$ cat config.mk
export PLATFORM = sky130hd
export DESIGN_NAME = msg_unloader
export DESIGN_NICKNAME = d
export VERILOG_FILES = /design/src/rtl/msg_proto_pkg.sv /design/src/rtl/msg_unloader.sv
export SDC_FILE = /design/constraint.sdc
export NUM_CORES = 1
export LEC_CHECK = 0
export CORE_UTILIZATION = 42
export CTS_CLUSTER_SIZE = 16
export DETAILED_ROUTE_END_ITERATION = 8
export GPL_TIMING_DRIVEN = 0
export PLACE_DENSITY = 0.79
export REMOVE_ABC_BUFFERS = 1
export SETUP_SLACK_MARGIN = 0.05
export SLEW_MARGIN = 30
export SYNTH_ARGS = -nofsm -noshare
export SYNTH_HDL_FRONTEND = slang
export SYNTH_SLANG_ARGS = --single-unit
export TNS_END_PERCENT = 30
$ cat constraint.sdc
create_clock -name RX_CLK -period 1.8 [get_ports RX_CLK]
set_input_delay 0.18 -clock RX_CLK [delete_from_list [all_inputs] [get_ports RX_CLK]]
set_output_delay 0.18 -clock RX_CLK [all_outputs]
set_load 0.05 [all_outputs]
$ cat src/rtl/msg_proto_pkg.sv
// Protocol constants shared by the receive and transmit sides of the
// received-message buffer: the mandatory message prefix, the shortest legal
// message and the unloader state encodings.
package msg_proto_pkg;

  // Every message must start with this word.
  localparam logic [15:0] MSG_PREFIX  = 16'h55AA;

  // Shortest legal message length, in 16-bit words.
  localparam logic [7:0]  MIN_MSG_LEN = 8'd2;

  // Unloader states. These values appear on state_mon.
  typedef enum logic [2:0] {
    ST_IDLE     = 3'd0,
    ST_LEN_WAIT = 3'd1,
    ST_DATA     = 3'd2,
    ST_LAST     = 3'd3,
    ST_GAP      = 3'd4
  } unloader_state_e;

endpackage

$ cat src/rtl/msg_unloader.sv
// Read side of the received-message buffer.
// It pops one message length from the length FIFO and then pops exactly that
// many 16-bit words from the data FIFO. The words are streamed downstream with
// start/end strobes. The leading 55AA prefix is checked, and completed messages
// are counted.
//
// Handshake: both FIFOs return data the cycle after a read request. Downstream
// TX_READY=1 in cycle N promises acceptance of a word presented in cycle N+1.
// A read is therefore only issued while TX_READY=1, and the word leaves on
// P_DATA_OUT/P_ENA_OUT exactly one cycle after its DATA_RDREQ. A message whose
// prefix is wrong is still drained, but it is drained silently and TX_READY is
// ignored for it.
module msg_unloader
  import msg_proto_pkg::*;
#(
  parameter logic [15:0] PREFIX = MSG_PREFIX,
  parameter int unsigned IFG    = 2
) (
  input  logic        RST,
  input  logic        RX_CLK,
  input  logic [7:0]  LEN_Q,
  input  logic        LEN_EMPTY,
  output logic        LEN_RDREQ,
  input  logic [15:0] DATA_Q,
  input  logic        DATA_EMPTY,
  output logic        DATA_RDREQ,
  input  logic        TX_READY,
  output logic [15:0] P_DATA_OUT,
  output logic        P_ENA_OUT,
  output logic        MSG_START,
  output logic        MSG_END,
  output logic        PREFIX_ERR,
  output logic        LEN_ERR,
  output logic [7:0]  MSG_CNT,
  output logic        BUSY,
  output logic [2:0]  state_mon
);

  unloader_state_e state, state_d;

  logic [7:0] remaining;
  logic       first;
  logic       discard;
  logic [7:0] gap_cnt;
  logic       rd_vld;
  logic [7:0] msg_cnt;

  logic       len_rdreq;
  logic       len_err;
  logic       data_rdreq;
  logic       pfx_bad;
  logic       discard_next;

  // Read-side datapath terms: the prefix check on the returning first word and
  // the data read request.
  always_comb begin
    pfx_bad      = rd_vld && first && (DATA_Q != PREFIX);
    discard_next = discard || pfx_bad;
    data_rdreq   = (state == ST_DATA) && !DATA_EMPTY &&
                   (TX_READY || discard) && (remaining != 8'd0);
  end

  // Next-state logic and the strobes that belong to single states.
  always_comb begin
    state_d   = state;
    len_rdreq = 1'b0;
    len_err   = 1'b0;
    case (state)
      ST_IDLE: begin
        if (!LEN_EMPTY) begin
          len_rdreq = 1'b1;
          state_d   = ST_LEN_WAIT;
        end
      end
      ST_LEN_WAIT: begin
        if (LEN_Q < MIN_MSG_LEN) begin
          len_err = 1'b1;
          state_d = ST_IDLE;
        end else begin
          state_d = ST_DATA;
        end
      end
      ST_DATA: begin
        if (data_rdreq && (remaining == 8'd1)) state_d = ST_LAST;
      end
      ST_LAST: begin
        state_d = (IFG == 0) ? ST_IDLE : ST_GAP;
      end
      ST_GAP: begin
        if (gap_cnt <= 8'd1) state_d = ST_IDLE;
      end
      default: state_d = ST_IDLE;
    endcase
  end

  // State register, the message counters and the one-cycle read-valid pipeline.
  always_ff @(posedge RX_CLK or negedge RST) begin
    if (!RST) begin
      state     <= ST_IDLE;
      remaining <= 8'd0;
      first     <= 1'b0;
      discard   <= 1'b0;
      gap_cnt   <= 8'd0;
      rd_vld    <= 1'b0;
      msg_cnt   <= 8'd0;
    end else begin
      state  <= state_d;
      rd_vld <= data_rdreq;
      if (rd_vld) first <= 1'b0;
      case (state)
        ST_LEN_WAIT: begin
          remaining <= LEN_Q;
          first     <= 1'b1;
          discard   <= 1'b0;
        end
        ST_DATA: begin
          if (data_rdreq) remaining <= remaining - 8'd1;
          if (pfx_bad)    discard   <= 1'b1;
        end
        ST_LAST: begin
          if (!discard_next) msg_cnt <= msg_cnt + 8'd1;
          gap_cnt <= 8'(IFG);
        end
        ST_GAP: begin
          gap_cnt <= gap_cnt - 8'd1;
        end
        default: ;
      endcase
    end
  end

  // Output mapping. The length pop is held off while reset is asserted, so
  // every output is quiet during reset.
  always_comb begin
    LEN_RDREQ  = len_rdreq && RST;
    DATA_RDREQ = data_rdreq;
    P_DATA_OUT = DATA_Q;
    P_ENA_OUT  = rd_vld && !discard_next;
    MSG_START  = rd_vld && !discard_next && first;
    MSG_END    = rd_vld && !discard_next && (state == ST_LAST);
    PREFIX_ERR = pfx_bad;
    LEN_ERR    = len_err;
    MSG_CNT    = msg_cnt;
    BUSY       = (state != ST_IDLE);
    state_mon  = state;
  end

endmodule

==> results_dict.tcl <==
set metrics [dict create \
    synth_top_area_frac 0.376 \
    diodes 0 \
    synthFlopType "dfrtp_1" \
    fmax_ghz 0.502 \
    postSynthCellCount 197 \
    drt-vias-per-instance 5.64 \
    stdcell_area_um2 2900 \
    end_kind "output pin" \
    crit_path_start_kind "flip-flop" \
    worstMarginPinSlew_ns 0.513 \
    p_leak_nw 1.23 \
    synth_async_sr_flop_share 1.00 \
    critPathBufInv 2 \
    clkSinkCount 30 \
    drive_gt1_frac 0.295 \
    power.density_nw_per_um2 1610 \
    ys_top_cells_by_area "dfrtp_1 38%, buf_4 7.5%, ha_1 3.8%" \
    rrSetupSlack_ns -0.17 \
    slew_headroom 0.657 \
    initial_utilization 0.446 \
    fillers 368 \
    power_switching_w 0.00222 \
    period_needed_ns 1.99 \
    hold_class "input port to asynchronous set/reset pin" \
    crit_type "flip-flop to output pin" \
    cp.required_ns 1.62 \
    clkPwrFrac 0.121 \
    tritoncts "done" \
    power_w 0.00466 \
    grt_start_max_net_pins 31 \
    setup_slack_ns -0.191 \
    p_sw_frac 0.477 \
    yosys.area.top_type "dfrtp_1" \
    maxCapViolCount 0 \
    io_pins 64 \
    rsz0062_at_grt "yes" \
    syn_area_per_cell_um2 10.1 \
    critPathMaxFanout 2 \
    slowest_delay_ns 0.48 \
    route.detailed.drc 20 \
    die_h_um 70.9 \
    numPortBuffers 63 \
    seqPwrFrac 0.286 \
    yosysSeqAreaShare 0.376 \
    root_buffer "clkbuf_8" \
    vias 1806 \
    power_frac_comb 0.592 \
    synth-edff-count 0 \
    clkLatencyLatePin_ns 0.29 \
    drt_iter0_drc 77 \
    antenna_left 0 \
    final_common_cell "clkdlybuf4s50_1" \
    layout_common_cells "30 x clkdlybuf4s50_1, 27 x dfrtp_1, 20 x dlygate4sd2_1, 20 x buf_4, 12 x nand2_1" \
    synthToLayoutAreaGrowth_pct 45.3 \
    p_int_w 0.00244 \
    wl_per_cell_um 16.0 \
    dpl.hpwl_um 3390 \
    violations "DRC, setup timing" \
    setup_viol 11 \
    postLayoutCoreUtil 0.648 \
    row_count 24 \
    finalClockSkew_ns 0.00916 \
    die-area_um2 5030 \
    cts_buffers 5 \
    die_w_um 70.9 \
    crit_path_top_delay_cell "or4b_4" \
    yosysWarnings 0 \
    synth_area_um2 2000 \
    status "finished, violations left" \
    place_area_um2 2530 \
    clockBufferDepth 2 \
    drt_pass1_iterations 9 \
    cp_cell_sequence "inv_2 -> ha_4 -> or4b_4 -> o21ai_4 -> nor2_2 -> buf_6" \
    crit_family "simple AND/OR/NAND/NOR gates" \
    routed_wl_um 5120 \
    ctsHtreeMaxLevel 2 \
    timing.final.hold_violations 0 \
    cp.arrival_ns 1.81 \
    ys_ff_latch 30 \
    grt_pass1_wl_um 8570 \
    grt-ovfl-total 0 \
    peakVddDrop_v 0.00136 \
    fin_crit_sh 1.11 \
    synth.distinct_cells 59 \
    grt_use_total 0.223 \
    grt_pass1_vias 1786 \
    nNetsFinal 302 \
    place_congestion 0.850 \
    drv_slew 0 \
    path_clk_slew_ns 0.07 \
    core-area_um2 4470 \
    antenna_found_initial 0 \
]
[logic make-up after synthesis]
kind of cell / after synthesis / synth area share
AND/OR/NAND/NOR: 72 / 0.233
AO/OA/AOI/OAI: 47 / 0.201
buffers and inverters: 31 / 0.0978
flip-flops: 30 / 0.376
XOR/XNOR: 7 / 0.0307
adder cells (fa/ha/maj): 6 / 0.0376
multiplexers: 4 / 0.0232
[worst reg2reg max path, cell delays in order, from the launching register on]
cell and delay [ns]:
dfrtp_1 0.41, inv_2 0.09, ha_4 0.14, or4b_4 0.48, o21ai_4 0.18, buf_6 0.15
o21ai_2 0.10, mux2_4 0.31
[per-stage QoR]
stage | std cells | setup slack [ns] | setup TNS [ns] | hold slack, ns
floorplan | 173 | -0.971 | -6.98 | -0.116
global placement | 288 | -1.14 | -10.29 | 0.463
detailed placement | 289 | -1.01 | -7.50 | 0.260
CTS | 320 | -0.208 | -1.13 | 0.392
global route | 320 | -0.238 | -1.98 | 0.415
finish | 320 | -0.191 | -1.19 | 0.399
[worst paths after layout]
kind | start | to | cells after the start
worst min register to register | gap_cnt[5] | gap_cnt[5] | 1
min in group RX_CLK | gap_cnt[5] | gap_cnt[5] | 1
worst max register to register | remaining[0] | remaining[1] | 7
worst max-delay path | remaining[0] | DATA_RDREQ | 6
max in group asynchronous | RST | state_mon[0] | 3
worst min-delay path | RST | remaining[4] | 3
[power groups by stage]
stage	combinational, W	sequential [W]	clock, W
final	0.00276	0.00133	0.000565
after CTS	0.00272	0.00132	0.000584
after detailed placement	0.00229	0.00138	0
after global routing	0.00297	0.00139	0.000606
after floorplan	0.00116	0.00167	0
after global placement	0.00220	0.00136	0
[layer usage]
metal | share of wire | wire length (µm) | track usage
met2 | 0.50 | 2550 | 0.388
met4 | 0.014 | 72 | 0.0756
met1 | 0.41 | 2110 | 0.256
met5 | 0 | 0 | 0
met3 | 0.078 | 398 | 0.0798
[cells in the mapped netlist, types with 2 or more instances]
cell type,count
o22ai_1,2
a21oi_1,7
dfrtp_1,30
nor4_1,4
ha_1,6
nand2_1,12
o311ai_0,3
buf_4,20
or4_1,2
nand2b_1,2
a211oi_1,4
and4bb_2,4
nand3_1,6
nor3b_1,7
xor2_1,6
a221oi_2,2
buf_2,3
nor2_1,11
inv_1,7
o21ai_0,8
mux2i_1,2
o41ai_1,2
or3_1,3
o211ai_1,3
a2111oi_4,2
nor3_1,3
a2bb2oi_1,2
and2_1,3
[area by class of cell]
cell class	instances	area (µm²)	area share
multi-input combinational	136	1140	0.392
tap	52	65.1	0.0224
sequential	30	754	0.260
clock buffer	7	86.3	0.0298
timing repair buffer	87	825	0.284
clock inverter	1	5.00	0.00173
inverter	7	26.3	0.00906
[sequential cells by signal, indices dropped and copies added, names as in the netlist]
| signal | flops |
|---|---|
| MSG_CNT | 8 |
| gap_cnt | 8 |
| remaining | 8 |
| state_mon | 3 |
| discard | 1 |
| first | 1 |
| rd_vld | 1 |
[repair_timing]
action	4_1_cts	5_1_grt
gates resized for setup	91	8
endpoints found under the hold margin	30	0
gates cloned	0	0
buffers inserted	21	0
endpoints found under the setup margin	32	21
pin swaps	12	2
hold buffers	2	0
(Power assumes the default switching activity.)
==> variant 1, RTL diff (config.mk and constraints unchanged) <==
Register the output `MSG_CNT`, with the module's reset; this adds one clock of latency there. The other outputs are not delayed to match.
--- a/src/rtl/msg_unloader.sv
+++ b/src/rtl/msg_unloader.sv
@@ -35,6 +35,8 @@
   output logic        BUSY,
   output logic [2:0]  state_mon
 );
+
+  logic [7:0] MSG_CNT_d;
 
   unloader_state_e state, state_d;
 
@@ -140,10 +142,18 @@
     MSG_END    = rd_vld && !discard_next && (state == ST_LAST);
     PREFIX_ERR = pfx_bad;
     LEN_ERR    = len_err;
-    MSG_CNT    = msg_cnt;
+    MSG_CNT_d  = msg_cnt;
     BUSY       = (state != ST_IDLE);
     state_mon  = state;
   end
 
+  always_ff @(posedge RX_CLK or negedge RST) begin
+    if (!RST) begin
+      MSG_CNT <= '0;
+    end else begin
+      MSG_CNT <= MSG_CNT_d;
+    end
+  end
+
 endmodule
 
Check against the original RTL: not equivalent (Yosys sat finds a counterexample within 10 cycles, from zero or initial values and one cycle with RST low).
==> variant 1 against the unedited design <==
The run ends with setup timing left; worst setup slack better by 0.019 ns; critical path type unchanged; design area up 9.9%; critical path depth unchanged; first-iteration DRC count up 96%; hold slack better by 0.0041 ns; synthesized cell count up 6.6%; sequential power up 20%; count of clock-buffer cells in the layout down 2; largest cell class unchanged; sequential cell count up 8; global-route usage up 1.1 points; area after synthesis up 6.7%; final cell count up 9.7%; routed wire length up 17%; total power down 0.80%.
==> variant 1: results (changes against the unedited design) <==
| Metric | Value |
|---|---|
| Main area contributors after synthesis | `dfrtp_1, buf_4, ha_1 (unchanged)` |
| Via-to-Cell Ratio | `5.575 (was 5.644)` |
| Clock transition at path regs | `0.07 ns (about the same)` |
| Unique masters post-synth | `57 (was 59)` |
| CP max stage delay | `0.50 ns (was 0.48 ns)` |
| CP max-delay cell | `or4b_4 (unchanged)` |
| Worst-case clock skew | `0.003713 ns (was 0.009155 ns)` |
| Seq/Total Area, Yosys | `0.4465 (was 0.3762)` |
| Int Power | `2.527 mW (was 2.437 mW)` |
| Final WS setup | `-0.1713 ns (was -0.1905 ns)` |
| Initial antenna violation count | `0 (unchanged)` |
| # H-tree levels | `2 (unchanged)` |
| Drt wl/cell | `17.02 um (was 16.00 um)` |
| Setup TNS | `-1.185 ns (was -1.190 ns)` |
| Global placement routability congestion | `0.8541 (was 0.8502)` |
| Layout cell share with drive strength beyond 1 | `0.2817 (was 0.2948)` |
| DP Wirelength | `3672 um (was 3386 um)` |
| Synthesized instance count | `210 (was 197)` |
| Slew at the pin closest to its max-slew limit | `0.5898 ns (was 0.5130 ns)` |
| Number of global-route vias before repair | `1978 (was 1786)` |
| Failing checks | `setup timing (was DRC, setup timing)` |
| Synth cell count leaders | `dfrtp_1, buf_4, nand2_1, nor2_1, inv_1 (was dfrtp_1, buf_4, nand2_1)` |
| Layout Cells excl Fill | `351 (was 320)` |
| VDD IR-drop max | `0.9122 mV (was 1.359 mV)` |
| Placed cell area | `2716 um2 (was 2530 um2)` |
| DR pass1 iterations | `4 (was 9)` |
| Placed cell count | `317 (was 289)` |
| Status | `complete, but fails checks (unchanged)` |
| P_leak | `1.368 nW (was 1.227 nW)` |
| Worst Hold Class | `flop to flop (was primary input to asynchronous set/reset pin)` |
| Critical Path AT | `1.79 ns (was 1.81 ns)` |
| Root Buffer | `clkbuf_8 (unchanged)` |
| Global-route wire length before repair | `9459 um (was 8569 um)` |
| Starting DRT DRC Count | `151 (was 77)` |
| Largest net degree at the start of global routing | `23 (was 31)` |
| Gr usage total | `0.2342 (was 0.2234)` |
| Final setup viols | `12 (was 11)` |
[variant 1: changes by cell type after synthesis, sizes merged, moves of 3 or more]
cell,unedited run,this run
nor3b,7,2
xnor2,1,5
buf,23,20
xor2,6,2
dfrtp,30,38
nor4bb,0,4
a2111oi,3,0
nor3,3,7
or2,4,0
nand3,6,3
and4bb,4,0
clkbuf,1,4
[variant 1: metal layers]
layer,track usage,up-vias,wire [um]
met4,0.1111,0,240
met2,0.4136,75,3155
met5,0,-,0
met3,0.04282,25,296
met1,0.2729,941,2282
li1,-,916,-
[variant 1: logic make-up after synthesis]
family                     Yosys count  share of synthesized area
xor gates and xnor gates             7                    0.02879
and+or+nand+nor                     70                     0.1968
buffers and inverters               33                    0.08872
adders and majority gates            6                    0.03525
DFF                                 38                     0.4465
muxes                                3                    0.01704
AOI/OAI and AO/OA                   53                     0.1868
[variant 1: path summary, 6_finish.rpt]
kind                              start  depth (start not counted)            to
min reg2reg                MSG_CNT_d[7]                          0    MSG_CNT[7]
max in group asynchronous           RST                          3  state_mon[2]
min in group asynchronous           RST                          3         first
max reg2reg                remaining[0]                          6  remaining[1]
min                        MSG_CNT_d[7]                          0    MSG_CNT[7]
max                        remaining[0]                          6    DATA_RDREQ
[variant 1: layout make-up]
type                            count  area (um2)
Clock inverter                      2       10.01
Inverter                            9       36.28
Sequential cell                    38       958.4
Clock buffer                        5       68.82
Fill cell                         381        1599
Timing Repair Buffer               91       840.8
Tap cell                           67       83.83
Multi-Input combinational cell    139        1189
[variant 1: timing repair]
item | 4_1_cts | 5_1_grt
endpoints found under the hold margin | 22 | 2
hold buffers | 2 | 1
buffers inserted | 19 | 5
endpoints found under the setup margin | 27 | 27
pin swaps | 18 | 10
gates resized for setup | 100 | 19
[variant 1: stage by stage]
step,util,hold slack (ns),worst slack (ns)
after floorplan,-,-0.1156,-1.024
after global placement,0.5618,0.3858,-1.384
after detailed placement,0.5676,0.1860,-0.9109
after CTS,0.6424,0.4038,-0.1658
after global routing,0.6659,0.4113,-0.2159
final,0.6659,0.4028,-0.1713
[variant 1: worst register-to-register path, delay by kind of cell (launching register included)]
family	cells	cell delay, ns
flip-flops	1	0.43
AND/OR/NAND/NOR	1	0.50
buffers and inverters	1	0.08
multiplexers	1	0.31
AO/OA/AOI/OAI	2	0.41
adder cells (fa/ha/maj)	1	0.12
[variant 1: power groups by stage]
stage | Sequential, mW | Clock [mW] | Combinational [mW]
global route | 1.64 | 0.600 | 2.64
finish | 1.59 | 0.553 | 2.47
global placement | 1.57 | 0 | 1.81
detailed placement | 1.58 | 0 | 1.86
floorplan | 1.73 | 0 | 1.01
CTS | 1.55 | 0.558 | 2.23
==> variant 2, RTL diff (same flow settings) <==
Without the edit above. Reset style: synchronous (`RST`), changed in one clocked block.
--- a/src/rtl/msg_unloader.sv
+++ b/src/rtl/msg_unloader.sv
@@ -94,7 +94,7 @@
   end
 
   // State register, the message counters and the one-cycle read-valid pipeline.
-  always_ff @(posedge RX_CLK or negedge RST) begin
+  always_ff @(posedge RX_CLK) begin
     if (!RST) begin
       state     <= ST_IDLE;
       remaining <= 8'd0;
Check against the original RTL: differs if RST is asserted again (counterexample within 4 cycles, from zero or initial values and one cycle with RST low); with RST held inactive, the same outputs for 10 cycles.
==> variant 2 against the unedited design <==
Final cell count rose by 4.1%; via count rose by 2.0%; routed wire length fell by 6.3%; design area fell by 12%; critical path depth did not move; area after synthesis fell by 5.8%; worst setup slack improved by 0.25 ns; die area fell by 5.7%; count of clock-buffer cells in the layout fell by 1; global-route usage fell by 0.38 points; sequential cell count did not move; critical endpoint is now MSG_END; largest cell class unchanged; highest routed layer unchanged.
Power is not compared: it rests on default switching activity, and its combinational part moved more than twofold at a synthesized area within 25%.
==> variant 2: results (changes against the unedited design) <==
| Metric | Value |
|---|---|
| Status | `finished, final reports clean (was complete, but fails checks)` |
| Synthesized instance count | `233 (was 197)` |
| DR pass1 iterations | `4 (was 9)` |
| Number of global-route vias before repair | `1676 (was 1786)` |
| Slew at the pin closest to its max-slew limit | `0.5174 ns (was 0.5130 ns)` |
| Critical Path AT | `1.56 ns (was 1.81 ns)` |
| DP Wirelength | `3290 um (was 3386 um)` |
| Starting DRT DRC Count | `102 (was 77)` |
| Reg2reg path depth | `5 (was 7)` |
| Synth cell count leaders | `dfxtp_1, nand2_1, a21oi_1 (was dfrtp_1, buf_4, nand2_1)` |
| Layout Cells excl Fill | `333 (was 320)` |
| Asr flop ratio synth | `0 (was 1.000)` |
| FF-to-FF End | `remaining[7] (was remaining[1])` |
| Global-route wire length before repair | `7831 um (was 8569 um)` |
| Dominant cell type by area after synthesis | `dfxtp_1 (was dfrtp_1)` |
| Via-to-Cell Ratio | `5.535 (was 5.644)` |
| Gr usage total | `0.2197 (was 0.2234)` |
| Flop2flop setup slack | `0.14 ns (was -0.17 ns)` |
| Fin Hold WS | `0.4923 ns (was 0.3987 ns)` |
| Placed cell area | `2406 um2 (was 2530 um2)` |
| Global placement routability congestion | `0.8297 (was 0.8502)` |
| Post-Place Worst Slack | `-1.044 ns (was -1.008 ns)` |
| Unique masters post-synth | `49 (was 59)` |
| Fin nets | `317 (was 302)` |
| Worst setup path startpoint | `DATA_Q[13] (was remaining[0])` |
variant 2: cell types whose count changed in the layout (fill, tap and decap cells not counted), sizes merged, moves of 5 or more:
cell and change:
dfrtp -30, dfxtp +30, buf -22, a21oi +17, nand2 +14, nor2 +9
nor3 +7, nor3b -6, xor2 -6, a21o +5
variant 2: logic make-up (layout without fill, tap and decap cells):
family,Yosys count,after routing,share of synthesized area
AND/OR/NAND/NOR,103,103,0.3103
AO/OA/AOI/OAI,54,54,0.1911
buffers and inverters,34,84,0.1072
flip-flops,30,30,0.3196
adder cells (fa/ha/maj),6,6,0.03995
multiplexers,5,5,0.02730
XOR/XNOR,1,1,0.004661
variant 2: cell type report:
type                    instances  area (um2)  area share
inverters                       8       33.78     0.01318
repair inverters                1       5.005    0.001953
repair buffers                 67       635.6      0.2480
flip-flops and latches         30       610.6      0.2383
clock inverters                 2       12.51    0.004883
well taps                      50       62.56     0.02441
clock buffers                   6       82.58     0.03223
multi-input cells             169        1120      0.4370
variant 2: layer usage:
layer  global-route usage  vias to the layer above  part of all wire
li1                     -                      931                 -
met1               0.2786                      855              0.46
met2               0.3750                       55              0.49
met3              0.05428                        2             0.048
met4              0.04337                        0            0.0035
met5                    0                        -                 0
variant 2: worst max path at each step:
stage                   end  cells after the start  slack (ns)
6_report            MSG_END                      6        0.06
5_1_grt             MSG_END                      6        0.01
4_1_cts                BUSY                      2        0.05
3_5_place_dp      LEN_RDREQ                      4       -1.04
3_3_place_gp     DATA_RDREQ                      3       -1.24
2_1_floorplan  remaining[0]                      4       -0.94
variant 2: repair_timing:
item	4_1_cts	5_1_grt
setup buffers	2	2
pin swaps	8	1
endpoints found under the setup margin	26	11
gates cloned	1	0
resized for setup	74	8
